File: src/rtl/spi_dac_if.sv
// Serial DAC link: the three asynchronous serial inputs and the decoded register outputs.
// The receiver drives the outputs through the slave modport; a host or bench drives the master side.
interface spi_dac_if #(
  parameter int WORD_BITS = 16
);
  logic                 cs;
  logic                 dclk;
  logic                 data;
  logic [WORD_BITS-1:0] word;
  logic                 word_valid;
  logic                 frame_err;
  logic [11:0]          x_val;
  logic [11:0]          y_val;
  logic [15:0]          frame_count;

  modport master (
    output cs, dclk, data,
    input  word, word_valid, frame_err, x_val, y_val, frame_count
  );

  modport slave (
    input  cs, dclk, data,
    output word, word_valid, frame_err, x_val, y_val, frame_count
  );
endinterface

File: src/rtl/spi_dac_receiver.sv
// SPI-style DAC command receiver: synchronizes cs/dclk/data, shifts MSB-first frames and
// publishes correctly sized words, decoding 16-bit words into channel A/B DAC codes.
module spi_dac_receiver #(
  parameter int WORD_BITS   = 16,
  parameter int SYNC_STAGES = 2
) (
  input logic      clk,
  input logic      reset,
  spi_dac_if.slave bus
);

  typedef enum logic [1:0] {
    WAIT_IDLE = 2'd0,
    IDLE      = 2'd1,
    SHIFT     = 2'd2
  } state_e;

  localparam logic [5:0] CNT_MAX  = 6'd63;
  localparam logic [5:0] CNT_FULL = 6'(WORD_BITS);
  localparam bit         DECODE   = (WORD_BITS == 16);
  localparam int         CH_IDX   = (WORD_BITS >= 16) ? 15 : WORD_BITS - 1;
  localparam int         SHDN_IDX = (WORD_BITS >= 16) ? 12 : 0;

  // Synchronizer chains shift in at bit 0; the MSB is the synchronized copy.
  logic [SYNC_STAGES-1:0] cs_sync_q, dclk_sync_q, data_sync_q;
  logic                   cs_s, dclk_s, data_s;
  logic                   cs_dly_q, dclk_dly_q;
  logic                   cs_edge;
  logic                   cs_fall_q, cs_rise_q, dclk_rise_q, data_smp_q;

  state_e                 state_q, state_d;
  logic [WORD_BITS-1:0]   shift_q, shift_d;
  logic [5:0]             cnt_q, cnt_d;
  logic [WORD_BITS-1:0]   word_q, word_d;
  logic                   word_valid_q, word_valid_d;
  logic                   frame_err_q, frame_err_d;
  logic [11:0]            x_q, x_d;
  logic [11:0]            y_q, y_d;
  logic [15:0]            fc_q, fc_d;

  assign cs_s    = cs_sync_q[SYNC_STAGES-1];
  assign dclk_s  = dclk_sync_q[SYNC_STAGES-1];
  assign data_s  = data_sync_q[SYNC_STAGES-1];
  assign cs_edge = cs_s ^ cs_dly_q;

  // NOTE: sequential state is written with <= only, so every flop samples pre-edge values
  // and the order of statements inside a clocked block never matters.
  always_ff @(posedge clk or negedge reset) begin
    if (!reset) begin
      cs_sync_q   <= '0;
      dclk_sync_q <= '0;
      data_sync_q <= '0;
      cs_dly_q    <= 1'b0;
      dclk_dly_q  <= 1'b0;
      cs_fall_q   <= 1'b0;
      cs_rise_q   <= 1'b0;
      dclk_rise_q <= 1'b0;
      data_smp_q  <= 1'b0;
    end else begin
      cs_sync_q   <= (cs_sync_q << 1) | SYNC_STAGES'(bus.cs);
      dclk_sync_q <= (dclk_sync_q << 1) | SYNC_STAGES'(bus.dclk);
      data_sync_q <= (data_sync_q << 1) | SYNC_STAGES'(bus.data);
      cs_dly_q    <= cs_s;
      dclk_dly_q  <= dclk_s;
      // Edges are registered once more; a dclk edge coinciding with any cs edge is dropped.
      cs_fall_q   <= cs_dly_q & ~cs_s;
      cs_rise_q   <= cs_s & ~cs_dly_q;
      dclk_rise_q <= dclk_s & ~dclk_dly_q & ~cs_edge;
      data_smp_q  <= data_s;
    end
  end

  always_ff @(posedge clk or negedge reset) begin
    if (!reset) begin
      state_q      <= WAIT_IDLE;
      shift_q      <= '0;
      cnt_q        <= '0;
      word_q       <= '0;
      word_valid_q <= 1'b0;
      frame_err_q  <= 1'b0;
      x_q          <= '0;
      y_q          <= '0;
      fc_q         <= '0;
    end else begin
      state_q      <= state_d;
      shift_q      <= shift_d;
      cnt_q        <= cnt_d;
      word_q       <= word_d;
      word_valid_q <= word_valid_d;
      frame_err_q  <= frame_err_d;
      x_q          <= x_d;
      y_q          <= y_d;
      fc_q         <= fc_d;
    end
  end

  // NOTE: every signal gets a default at the top of this block so no path leaves one
  // unassigned, which would otherwise infer a latch.
  always_comb begin
    state_d      = state_q;
    shift_d      = shift_q;
    cnt_d        = cnt_q;
    word_d       = word_q;
    word_valid_d = 1'b0;
    frame_err_d  = 1'b0;
    x_d          = x_q;
    y_d          = y_q;
    fc_d         = fc_q;

    unique case (state_q)
      // Wait for cs to be seen high so a frame already running at reset release is skipped.
      WAIT_IDLE: begin
        if (cs_s) state_d = IDLE;
      end

      IDLE: begin
        if (cs_fall_q) begin
          state_d = SHIFT;
          shift_d = '0;
          cnt_d   = '0;
        end
      end

      SHIFT: begin
        if (cs_rise_q) begin
          state_d = IDLE;
          if (cnt_q == CNT_FULL) begin
            word_d       = shift_q;
            word_valid_d = 1'b1;
            fc_d         = fc_q + 16'd1;
            if (DECODE && shift_q[SHDN_IDX]) begin
              if (shift_q[CH_IDX]) y_d = 12'(shift_q);
              else                 x_d = 12'(shift_q);
            end
          end else begin
            frame_err_d = 1'b1;
          end
        end else if (dclk_rise_q) begin
          shift_d = (shift_q << 1) | WORD_BITS'(data_smp_q);
          if (cnt_q != CNT_MAX) cnt_d = cnt_q + 6'd1;
        end
      end

      default: state_d = WAIT_IDLE;
    endcase
  end

  assign bus.word        = word_q;
  assign bus.word_valid  = word_valid_q;
  assign bus.frame_err   = frame_err_q;
  assign bus.x_val       = x_q;
  assign bus.y_val       = y_q;
  assign bus.frame_count = fc_q;

endmodule
File: src/flat_wrapper.sv
// flat-port wrapper written by rule: the top's interface ports become plain ports
module spi_dac_receiver_flat 
#(
  parameter int WORD_BITS   = 16,
  parameter int SYNC_STAGES = 2
)
  (clk, reset, bus_cs, bus_dclk, bus_data, bus_word, bus_word_valid, bus_frame_err, bus_x_val, bus_y_val, bus_frame_count);
  spi_dac_if #(.WORD_BITS(WORD_BITS)) bus_i ();
  input logic clk;
  input logic reset;
  input wire logic [$bits(bus_i.cs)-1:0] bus_cs;
  input wire logic [$bits(bus_i.dclk)-1:0] bus_dclk;
  input wire logic [$bits(bus_i.data)-1:0] bus_data;
  output wire logic [$bits(bus_i.word)-1:0] bus_word;
  output wire logic [$bits(bus_i.word_valid)-1:0] bus_word_valid;
  output wire logic [$bits(bus_i.frame_err)-1:0] bus_frame_err;
  output wire logic [$bits(bus_i.x_val)-1:0] bus_x_val;
  output wire logic [$bits(bus_i.y_val)-1:0] bus_y_val;
  output wire logic [$bits(bus_i.frame_count)-1:0] bus_frame_count;
  assign bus_i.cs = bus_cs;
  assign bus_i.dclk = bus_dclk;
  assign bus_i.data = bus_data;
  assign bus_word = bus_i.word;
  assign bus_word_valid = bus_i.word_valid;
  assign bus_frame_err = bus_i.frame_err;
  assign bus_x_val = bus_i.x_val;
  assign bus_y_val = bus_i.y_val;
  assign bus_frame_count = bus_i.frame_count;
  spi_dac_receiver #(.WORD_BITS(WORD_BITS), .SYNC_STAGES(SYNC_STAGES)) u_core (.clk(clk), .reset(reset), .bus(bus_i));
endmodule
File: config.mk
export PLATFORM = sky130hd
export DESIGN_NAME = spi_dac_receiver_flat
export DESIGN_NICKNAME = d
export VERILOG_FILES = /design/src/rtl/spi_dac_if.sv /design/src/rtl/spi_dac_receiver.sv /design/src/flat_wrapper.sv
export SDC_FILE = /design/constraint.sdc
export NUM_CORES = 1
export LEC_CHECK = 0
export BUFFER_PORTS_ARGS = -buffer_cell sky130_fd_sc_hd__buf_2
export CORE_MARGIN = 3
export CORE_UTILIZATION = 30
export CTS_CLUSTER_DIAMETER = 30
export DETAILED_ROUTE_END_ITERATION = 16
export GPL_TIMING_DRIVEN = 0
export PLACE_DENSITY = 0.49
export RECOVER_POWER = 50
export SLEW_MARGIN = 15
export SYNTH_ARGS = -nofsm -noshare
export SYNTH_HDL_FRONTEND = slang
export SYNTH_SLANG_ARGS = --single-unit
export TNS_END_PERCENT = 10
File: constraint.sdc
create_clock -name clk -period 4.2 [get_ports clk]
set_clock_uncertainty 0.1 [all_clocks]
set_input_delay 0.42 -clock clk [delete_from_list [all_inputs] [get_ports clk]]
set_output_delay 0.42 -clock clk [all_outputs]
set_load 0.005 [all_outputs]
==> results of run 1 <==
cells by family after synthesis:
group	share of synthesized area, %
flops	61.6
simple gates	11.4
mux	12.1
compound gates	5.50
buf+inv	2.59
xor+xnor	3.90
fa+ha+maj	2.95
placed cells by master (no fill, tap or decap), types with 3 or more instances in the layout:
master | netlist | final
dfrtp_1 | 94 | 94
buf_2 | 1 | 55
nand2_1 | 41 | 41
mux2_2 | 41 | 41
o21ai_0 | 19 | 19
xnor2_1 | 15 | 15
clkbuf_1 | 5 | 11
nand4_1 | 10 | 10
ha_1 | 9 | 9
clkbuf_16 | 0 | 9
inv_1 | 8 | 8
nor2_1 | 4 | 4
and4_1 | 4 | 4
nand3_1 | 4 | 4
buf_4 | 3 | 3
a31oi_1 | 3 | 3
cell usage after synthesis, drive strengths merged:
cell type,count,area (um^2)
nand2b,2,12.5
inv,8,30.0
o21ai,19,95.1
and4,5,46.3
a2111oi,1,27.5
clkbuf,5,18.8
nor2b,1,6.26
xor2,2,17.5
mux2,41,462
ha,9,113
nor2,4,15.0
a22o,2,18.8
a221oi,1,8.76
nand3,4,20.0
nand3b,1,7.51
a211o,1,8.76
nor3b,1,18.8
nor3,2,26.3
xnor2,15,131
nand4bb,1,27.5
dfrtp,94,2350
o32a,1,10.0
nand4,11,75.1
a31o,1,8.76
a41oi,1,8.76
a21oi,1,5.00
nand2,41,154
and3,2,12.5
buf,6,50.0
and2,2,12.5
a31oi,3,18.8
cell type report:
cell class / instances / area share [%]
plain buffers: 11 / 1.48
clock buffers: 9 / 4.83
clock inverters: 7 / 2.04
inverters: 8 / 0.644
multi-input cells: 175 / 29.0
flip-flops and latches: 94 / 50.5
well taps: 168 / 4.51
repair buffers: 63 / 7.03
registers in the layout (all words and copies together), names as in the netlist:
signal / cells
u_core.bus.word: 16
u_core.bus.word_valid: 1
u_core.dclk_dly_q: 1
u_core.cnt_q: 6
u_core.cs_rise_q: 1
u_core.bus.y_val: 12
u_core.state_q: 2
u_core.cs_sync_q: 2
u_core.bus.frame_err: 1
u_core.shift_q: 16
u_core.bus.frame_count: 16
u_core.data_sync_q: 2
u_core.dclk_rise_q: 1
u_core.cs_dly_q: 1
u_core.dclk_sync_q: 2
u_core.data_smp_q: 1
u_core.cs_fall_q: 1
u_core.bus.x_val: 12
metrics by stage:
| step | worst slack, ns | util, % | hold WS (ns) | instance area, um^2 |
|---|---|---|---|---|
| 2_1_floorplan | 2.27 | - | 0.0244 | 3820 |
| 3_3_place_gp | 1.66 | 35.5 | 0.234 | 4340 |
| 3_5_place_dp | 2.01 | 35.8 | 0.236 | 4370 |
| 4_1_cts | 2.01 | 38.4 | 0.0291 | 4690 |
| 5_1_grt | 1.01 | 38.2 | 0.0680 | 4660 |
| 6_report | 1.62 | 38.2 | 0.0862 | 4660 |
power groups by stage:
stage	Sequential, W	Combinational, W	Clock, W
floorplan	0.000958	0.000183	0
global placement	0.000961	0.000273	0
detailed placement	0.000963	0.000281	0
CTS	0.000945	0.000283	0.000898
global route	0.000948	0.000313	0.000935
finish	0.000946	0.000276	0.000864
path summary, 6_finish.rpt:
| check | startpoint | end | slack [ns] | depth (start not counted) |
|---|---|---|---|---|
| setup / recovery | reset | u_core.bus.y_val[10] | 1.62 | 1 |
| hold / removal | bus_dclk | u_core.dclk_sync_q[0] | 0.09 | 1 |
| setup reg to reg | u_core.cnt_q[0] | u_core.bus.x_val[5] | 1.97 | 7 |
| hold reg to reg | u_core.data_sync_q[0] | u_core.data_sync_q[1] | 0.25 | 0 |
| max in group clk | u_core.cnt_q[0] | u_core.bus.x_val[5] | 1.97 | 7 |
| min in group asynchronous | reset | u_core.bus.frame_count[5] | 0.84 | 1 |
layer usage:
metal / track usage [%] / part of all wire, % / vias up
met3: 3.42 / 4.9 / 9
li1: - / - / 1157
met2: 17.1 / 46 / 55
met1: 14.6 / 47 / 1204
met4: 3.69 / 1.3 / 0
met5: 0 / 0 / -
==> run metrics, run 1 <==
max cap viols=1; min Tclk post-route=2.58 ns; worst hold path type=input pin to flop; drt pass-1 iters=4; Seq/Total Area, Yosys=61.6%; clock latency at the later pin of the worst-skew pair=0.34 ns; Yosys cell types=37; sequential share of power=45.3%; routability cong.=0.746; drt via density=4.53; Hold Vio Cnt, Final=0; ratio of final minimum period to clock period=61.3%; full die area=14100 um^2; Least-Margin Pin Slew=2.71 ns; first-pass GRT wire length=12400 um; outcome=finished, violations left; drt wl/cell=14.0 um; data arrival time of the worst path=2.33 ns; CORE AREA=12200 um^2; P per Cell Area=447 nW/um^2; Post-CTS Setup Inserts=0; final setup TNS=0 ns; Switching Fraction=27.1%; crit path cell chain=clkbuf_1; Die Ht=119 um; Clock power frac=41.4%; Max-slew headroom=-80.9%; Detailed Place HPWL=5170 um; number of fill cells=1224; largest net degree at the start of global routing=50; Max clock buf depth=2; CP endpoint kind=async pin; initial antenna violation count=0; Starting Density=31.3%; nets=376; failing checks=capacitance limit, slew limit; vias=2425; CTS sink count=94; critical path class=input pin to async pin; area of the multi-input gates=1350 um^2; vias in the first global route=2392; CTS Buf Count=9; Syn Nets=302; # DRC=0; I/O pin cnt=63; post-route ant nets=0; synth warn=0; Post-CTS Resized=0; Synth Area per Inst=13.3 um^2; total track usage=11.0%; share of cells above drive strength 1=34.3%; Synth Cell Area=3820 um^2; CP required=3.96 ns; CTS tree=yes; post-synthesis cell count=288; fmax=388 MHz; Non-Filler Instances=535; Slew Limit Fails=49; nature of the critical path startpoint=input pin; ant diodes=0; Crit path largest cell delay=1.89 ns; # rows=40; IO buf count=62; power consumption=0.00209 W; cell family with most CP delay=buffers and inverters; Int Power=0.00152 W; Final setup viols=0; H-tree levels=3; cts-stage hold buffer count=0; Placed Cells incl. Taps=519; Layout area overhead=22.1%; Root Driver=clkbuf_16; crit path buf inv count=1; DR iter-0 viols=81; Yosys reg bits=94; crit path max-delay cell type=clkbuf_1; sequential cell area=2350 um^2; Clock transition at path regs=0.06 ns; Combinational Power Share=13.2%; Psw=0.000564 W; final WL=7480 um; VDD IR max=0.000242 V; Lkg Pwr=2.32 nW; RSZ-0062 raised after global routing=no; CP max FO=49; die extent in x=119 um; GRT overflow=0
Note: power is estimated with default switching activity, not from simulation.
==> inputs of run 2 (changes only) <==
Clock period 4.2 ns to 2.6 ns, I/O delays scaled along.
==> run 2 against run 1 <==
Against the previous run:
- the flow now finishes without violations
- register-to-register slack got worse by 1.6 ns
- power is 62% higher
- die area stayed put
- flip-flop and latch count unchanged
- hold slack better by 0.16 ns
- sequential power up 62%
- highest routed layer unchanged
==> run metrics, run 2 (same netlist as run 1, synthesis figures left out) <==
ratio of final minimum period to clock period=85.6%; IO buf count=62 (unchanged); crit path from=u_core.cnt_q[0]; nets=380 (+1.1%); clock latency at the later pin of the worst-skew pair=0.34 ns (about the same); vias=2436 (+0.45%); drt via density=4.52 (-0.29%); nature of the critical path startpoint=flop; crit path cell chain=inv_1 -> ha_1 -> nand4bb_1 -> nor3_2 -> nor3b_4 -> buf_6 -> mux2_2; data arrival time of the worst path=2.35 ns (+0.02 ns); crit path max-delay cell type=dfrtp_1; CTS sink count=94 (unchanged); Switching Fraction=27.1% (+0.038 points); share of cells above drive strength 1=28.0% (-6.3 points); area of the multi-input gates=1350 um^2 (unchanged); Root Driver=clkbuf_16; CORE AREA=12200 um^2 (unchanged); RSZ-0062 raised after global routing=no; CP endpoint kind=flop; Clock power frac=41.4% (about the same); Min Hold Slack=0.250 ns (+0.164 ns); drt wl/cell=13.9 um (-0.73%); post-route ant nets=0 (unchanged); Detailed Place HPWL=5170 um (unchanged); Starting Density=31.3% (unchanged); final setup TNS=0 ns (unchanged); VDD IR max=0.000391 V (+62%); P per Cell Area=722 nW/um^2 (+61%); Crit path largest cell delay=0.41 ns (-1.48 ns); worst hold path type=flop to flop; number of fill cells=1230 (+0.49%); Combinational Power Share=13.3% (about the same); final WL=7490 um (about the same); Clock transition at path regs=0.06 ns (about the same); I/O pin cnt=63 (unchanged); critical path class=flop to flop; sequential cell area=2350 um^2 (unchanged); Lkg Pwr=2.24 nW (-3.5%); DR iter-0 viols=94 (+16%); Psw=0.000915 W (+62%); Max-slew headroom=16.3% (+97 points); # rows=40 (unchanged); full die area=14100 um^2 (unchanged); CTS tree=yes; vias in the first global route=2406 (+0.59%); Placed Cells incl. Taps=519 (unchanged); Post-CTS Setup Inserts=0 (unchanged); Util after Layout=38.3% (+0.10 points); Critical R2R Launch=u_core.cnt_q[0]; Int Power=0.00246 W (+62%); die extent in x=119 um (unchanged); CP max FO=10 (-80%); most common cell after layout, fill and taps aside=dfrtp_1; min Tclk post-route=2.23 ns; CTS Buf Count=9 (unchanged); first-pass GRT wire length=12400 um (+0.16%); max cap viols=0 (-1); GRT overflow=0 (unchanged); largest net degree at the start of global routing=50 (unchanged); outcome=finished clean; ant diodes=0 (unchanged); # DRC=0 (unchanged); total track usage=11.0% (+0.020 points); Worst Hold Launch=u_core.data_sync_q[0]; Slew Limit Fails=0 (-100%); fmax=449 MHz; drt pass-1 iters=4 (unchanged); Max clock buf depth=2 (unchanged); Die Ht=119 um (unchanged); sequential share of power=45.2% (about the same); Non-Filler Instances=539 (+0.75%); routability cong.=0.746 (unchanged); Hold Vio Cnt, Final=0 (unchanged); H-tree levels=3 (unchanged); Final setup viols=0 (unchanged); commonest cells after routing, fill and taps aside=94 x dfrtp_1, 41 x nand2_1, 41 x mux2_2; Least-Margin Pin Slew=1.25 ns (-1.46 ns); initial antenna violation count=0 (unchanged); CP required=2.72 ns (-1.24 ns); Layout area overhead=22.4%
## run 2: changes by cell type in the layout (fill, tap and decap cells not counted), sizes merged
cell         before  now
buf              63   40
clkbuf           20   43
dlygate4sd3       0    4
## run 2: metrics by stage
| stage | setup WS [ns] | total power (W) | instance area [um^2] |
|---|---|---|---|
| after floorplan | 0.665 | 0.00184 | 3820 |
| after global placement | 0.221 | 0.00199 | 4340 |
| after detailed placement | 0.407 | 0.00201 | 4370 |
| after CTS | 0.408 | 0.00344 | 4730 |
| after global routing | 0.202 | 0.00355 | 4670 |
| final | 0.374 | 0.00338 | 4670 |
## run 2: cell type report
class                           instances  area share, %
Inverter                                8          0.643
Timing Repair Buffer                   67           7.28
Multi-Input combinational cell        175           28.9
Clock buffer                            9           4.82
Buffer                                 11           1.47
Tap cell                              168           4.50
Sequential cell                        94           50.3
Clock inverter                          7           2.03
## run 2: power by group through the flow
| stage | Clock, W | Sequential (W) | Combinational (W) |
|---|---|---|---|
| after global routing | 0.00151 | 0.00153 | 0.000510 |
| after detailed placement | 0 | 0.00155 | 0.000454 |
| final | 0.00140 | 0.00153 | 0.000450 |
| after global placement | 0 | 0.00155 | 0.000440 |
| after floorplan | 0 | 0.00155 | 0.000295 |
| after CTS | 0.00145 | 0.00153 | 0.000462 |
## run 2: path summary, 6_finish.rpt
kind                                             endpoint  slack, ns  depth (start not counted)
worst min-delay path                u_core.data_sync_q[1]       0.25                          0
worst max-delay path                  u_core.bus.x_val[5]       0.37                          7
min in group asynchronous       u_core.bus.frame_count[5]       0.63                          2
max in group asynchronous             u_core.bus.y_val[4]       0.94                          3
worst max register to register        u_core.bus.x_val[5]       0.37                          7
worst min register to register      u_core.data_sync_q[1]       0.25                          0
## run 2: worst max-delay path, delay by kind of cell (launching register included)
family	cells	cell delay [ns]
adder cells (fa/ha/maj)	1	0.16
flip-flops	1	0.41
AND/OR/NAND/NOR	3	0.77
buffers and inverters	2	0.31
multiplexers	1	0.35
## run 2: layer usage
layer  GRT usage, %  vias to the layer above  part of all wire, %
li1               -                     1161                    -
met1           14.6                     1203                   48
met2           17.2                       61                   46
met3           3.42                       11                  4.8
met4           3.69                        0                  1.4
met5              0                        -                    0
## run 2: repair_timing
item / in CTS / in global routing
hold buffers: 4 / 0
endpoints found under the hold margin: 51 / 0
resized for setup: 0 / 0
==> inputs of run 3 (changes only) <==
Settings changed: CORE_MARGIN 3 to 4, CTS_CLUSTER_DIAMETER 30 to 40.
Clock period 2.6 ns to 2.7 ns, I/O delays scaled along.
==> run 3 against run 2 <==
Against the previous run:
- clock power rose by 10%
- clock-buffer cell count did not move
- sequential share of layout area fell by 0.53 points
- register-to-register slack improved by 0.18 ns
- maximum frequency rose by 3.6%
- final cell count did not move
- hold slack got worse by 0.0028 ns
- worst setup slack improved by 0.18 ns
- die area rose by 3.4%
- flip-flop and latch count did not move
- sequential power fell by 4%
- critical endpoint unchanged
==> run metrics, run 3 (same netlist as run 1, synthesis figures left out) <==
outcome=finished clean; sequential share of power=42.9% (-2.3 points); CTS tree=yes; # rows=40 (unchanged); Die Ht=121 um (+1.7%); capturing point of the worst reg2reg path=u_core.bus.x_val[5]; Post-Place Setup Slack=0.527 ns (+0.120 ns); Lkg Pwr=2.28 nW (+1.8%); Starting Density=31.3% (unchanged); CP endpoint kind=flop; worst hold path type=flop to flop; critical path class=flop to flop; VDD IR max=0.000378 V (-3.3%); hold path depth=0 (unchanged); Crit path largest cell delay=0.41 ns (about the same); clock latency at the later pin of the worst-skew pair=0.34 ns (about the same); vias in the first global route=2451 (+1.9%); Int Power=0.00256 W (+3.8%); Post-CTS Resized=0 (unchanged); drt via density=4.59 (+1.6%); RSZ-0062 raised after global routing=no; final WL=7600 um (+1.5%); commonest cells after routing, fill and taps aside=94 x dfrtp_1, 41 x nand2_1, 41 x mux2_2; crit path max-delay cell type=dfrtp_1; Max clock buf depth=2 (unchanged); Detailed Place HPWL=5280 um (+2.1%); IO buf count=62 (unchanged); Max-slew headroom=43.4% (+27 points); Non-Filler Instances=539 (unchanged); slack of the worst reg-to-reg path=0.55 ns (+0.18 ns); total track usage=11.0% (-0.044 points); initial antenna violation count=0 (unchanged); CTS sink count=94 (unchanged); # DRC=0 (unchanged); nature of the critical path startpoint=flop; final setup TNS=0 ns (unchanged); Least-Margin Pin Slew=0.850 ns (-0.405 ns); crit path cell chain=inv_1 -> ha_1 -> nand4bb_4 -> nor3_2 -> nor3b_4 -> buf_6 -> mux2_2; cell family with most CP delay=simple AND/OR/NAND/NOR gates; CTS Buf Count=9 (unchanged); data arrival time of the worst path=2.27 ns (-0.08 ns); ratio of final minimum period to clock period=79.6% (-6.0 points); largest net degree at the start of global routing=61 (+22%); Final setup viols=0 (unchanged); share of cells above drive strength 1=29.6% (+1.6 points); Post-CTS Setup Inserts=0 (unchanged); CORE AREA=12200 um^2 (unchanged); most common cell after layout, fill and taps aside=dfrtp_1; Root Driver=clkbuf_16; GRT overflow=0 (unchanged); Combinational Power Share=12.3% (-1.0 points); Min Hold Slack=0.247 ns (-0.00277 ns); Psw=0.000872 W (-4.7%); fmax=465 MHz (+3.6%); nets=380 (unchanged); Slew Limit Fails=0 (unchanged); drt wl/cell=14.1 um (+1.5%); crit path buf inv count=2 (unchanged); Hold Vio Cnt, Final=0 (unchanged); full die area=14600 um^2 (+3.4%); I/O pin cnt=63 (unchanged); max cap viols=0 (unchanged); worst-case reg-to-reg path depth=7 (unchanged); Switching Fraction=25.4% (-1.7 points); first-pass GRT wire length=12700 um (+2.1%); vias=2474 (+1.6%); DR iter-0 viols=162 (+72%); die extent in x=121 um (+1.7%); min Tclk post-route=2.15 ns (-0.0764 ns); post-route ant nets=0 (unchanged); WHS Endpoint=u_core.cs_sync_q[1]; ant diodes=0 (unchanged); Clock transition at path regs=0.06 ns (about the same); H-tree levels=3 (unchanged); Placed Cells incl. Taps=519 (unchanged); CP required=2.82 ns (+0.10 ns); Critical R2R Launch=u_core.cnt_q[0]; CP max FO=10 (unchanged); final worst slack=0.551 ns (+0.176 ns); Worst Hold Launch=u_core.cs_sync_q[0]; Clock power frac=44.9% (+3.5 points); Layout area overhead=23.7%; routability cong.=0.755 (+1.2%); P per Cell Area=726 nW/um^2 (+0.45%); drt pass-1 iters=4 (unchanged)
[run 3: layer usage]
| layer | vias up | GRT usage, % | routed length, um |
|---|---|---|---|
| met4 | 0 | 3.82 | 100 |
| li1 | 1165 | - | - |
| met5 | - | 0 | 0 |
| met1 | 1227 | 14.7 | 3570 |
| met3 | 11 | 2.90 | 425 |
| met2 | 71 | 17.2 | 3500 |
[run 3: stage by stage]
stage / cell area (um^2) / utilization (%) / total power [W]
finish: 4720 / 38.7 / 0.00343
global placement: 4340 / 35.5 / 0.00192
global route: 4720 / 38.7 / 0.00359
floorplan: 3820 / - / 0.00177
detailed placement: 4370 / 35.8 / 0.00193
CTS: 4780 / 39.1 / 0.00349
[run 3: area by class of cell]
cell class / count / area, um^2
clock inverter: 7 / 143
clock buffer: 9 / 225
inverter: 8 / 30.0
multi-input combinational: 175 / 1370
tap: 168 / 210
timing repair buffer: 67 / 327
buffer: 11 / 68.8
sequential: 94 / 2350
fill: 1212 / 7490
[run 3: how the worst max path moves through the flow]
stage               startpoint                  end  depth (start not counted)
3_3_place_gp             reset  u_core.bus.x_val[2]                          1
6_report       u_core.cnt_q[0]  u_core.bus.x_val[5]                          7
3_5_place_dp   u_core.cnt_q[0]  u_core.bus.x_val[5]                          7
2_1_floorplan  u_core.cnt_q[0]  u_core.bus.x_val[0]                          7
5_1_grt                  reset   u_core.bus.word[1]                          3
4_1_cts        u_core.cnt_q[0]  u_core.bus.x_val[5]                          7
[run 3: repair_timing]
item	CTS	global route
endpoints found under the setup margin	0	0
hold buffers	4	0
endpoints found under the hold margin	37	0
[run 3: power groups by stage]
stage          combinational (W)  sequential [W]  clock [W]
6_report                0.000421         0.00147    0.00154
5_1_grt                 0.000480         0.00147    0.00164
4_1_cts                 0.000441         0.00147    0.00158
3_5_place_dp            0.000432         0.00150          0
3_3_place_gp            0.000426         0.00150          0
2_1_floorplan           0.000285         0.00149          0
[run 3: worst reg2reg max path: cells and delay by family (launching register included)]
family / cells / cell delay [ns]
buffers and inverters: 2 / 0.31
muxes: 1 / 0.36
adders and majority gates: 1 / 0.20
and+or+nand+nor: 3 / 0.66
DFF: 1 / 0.41
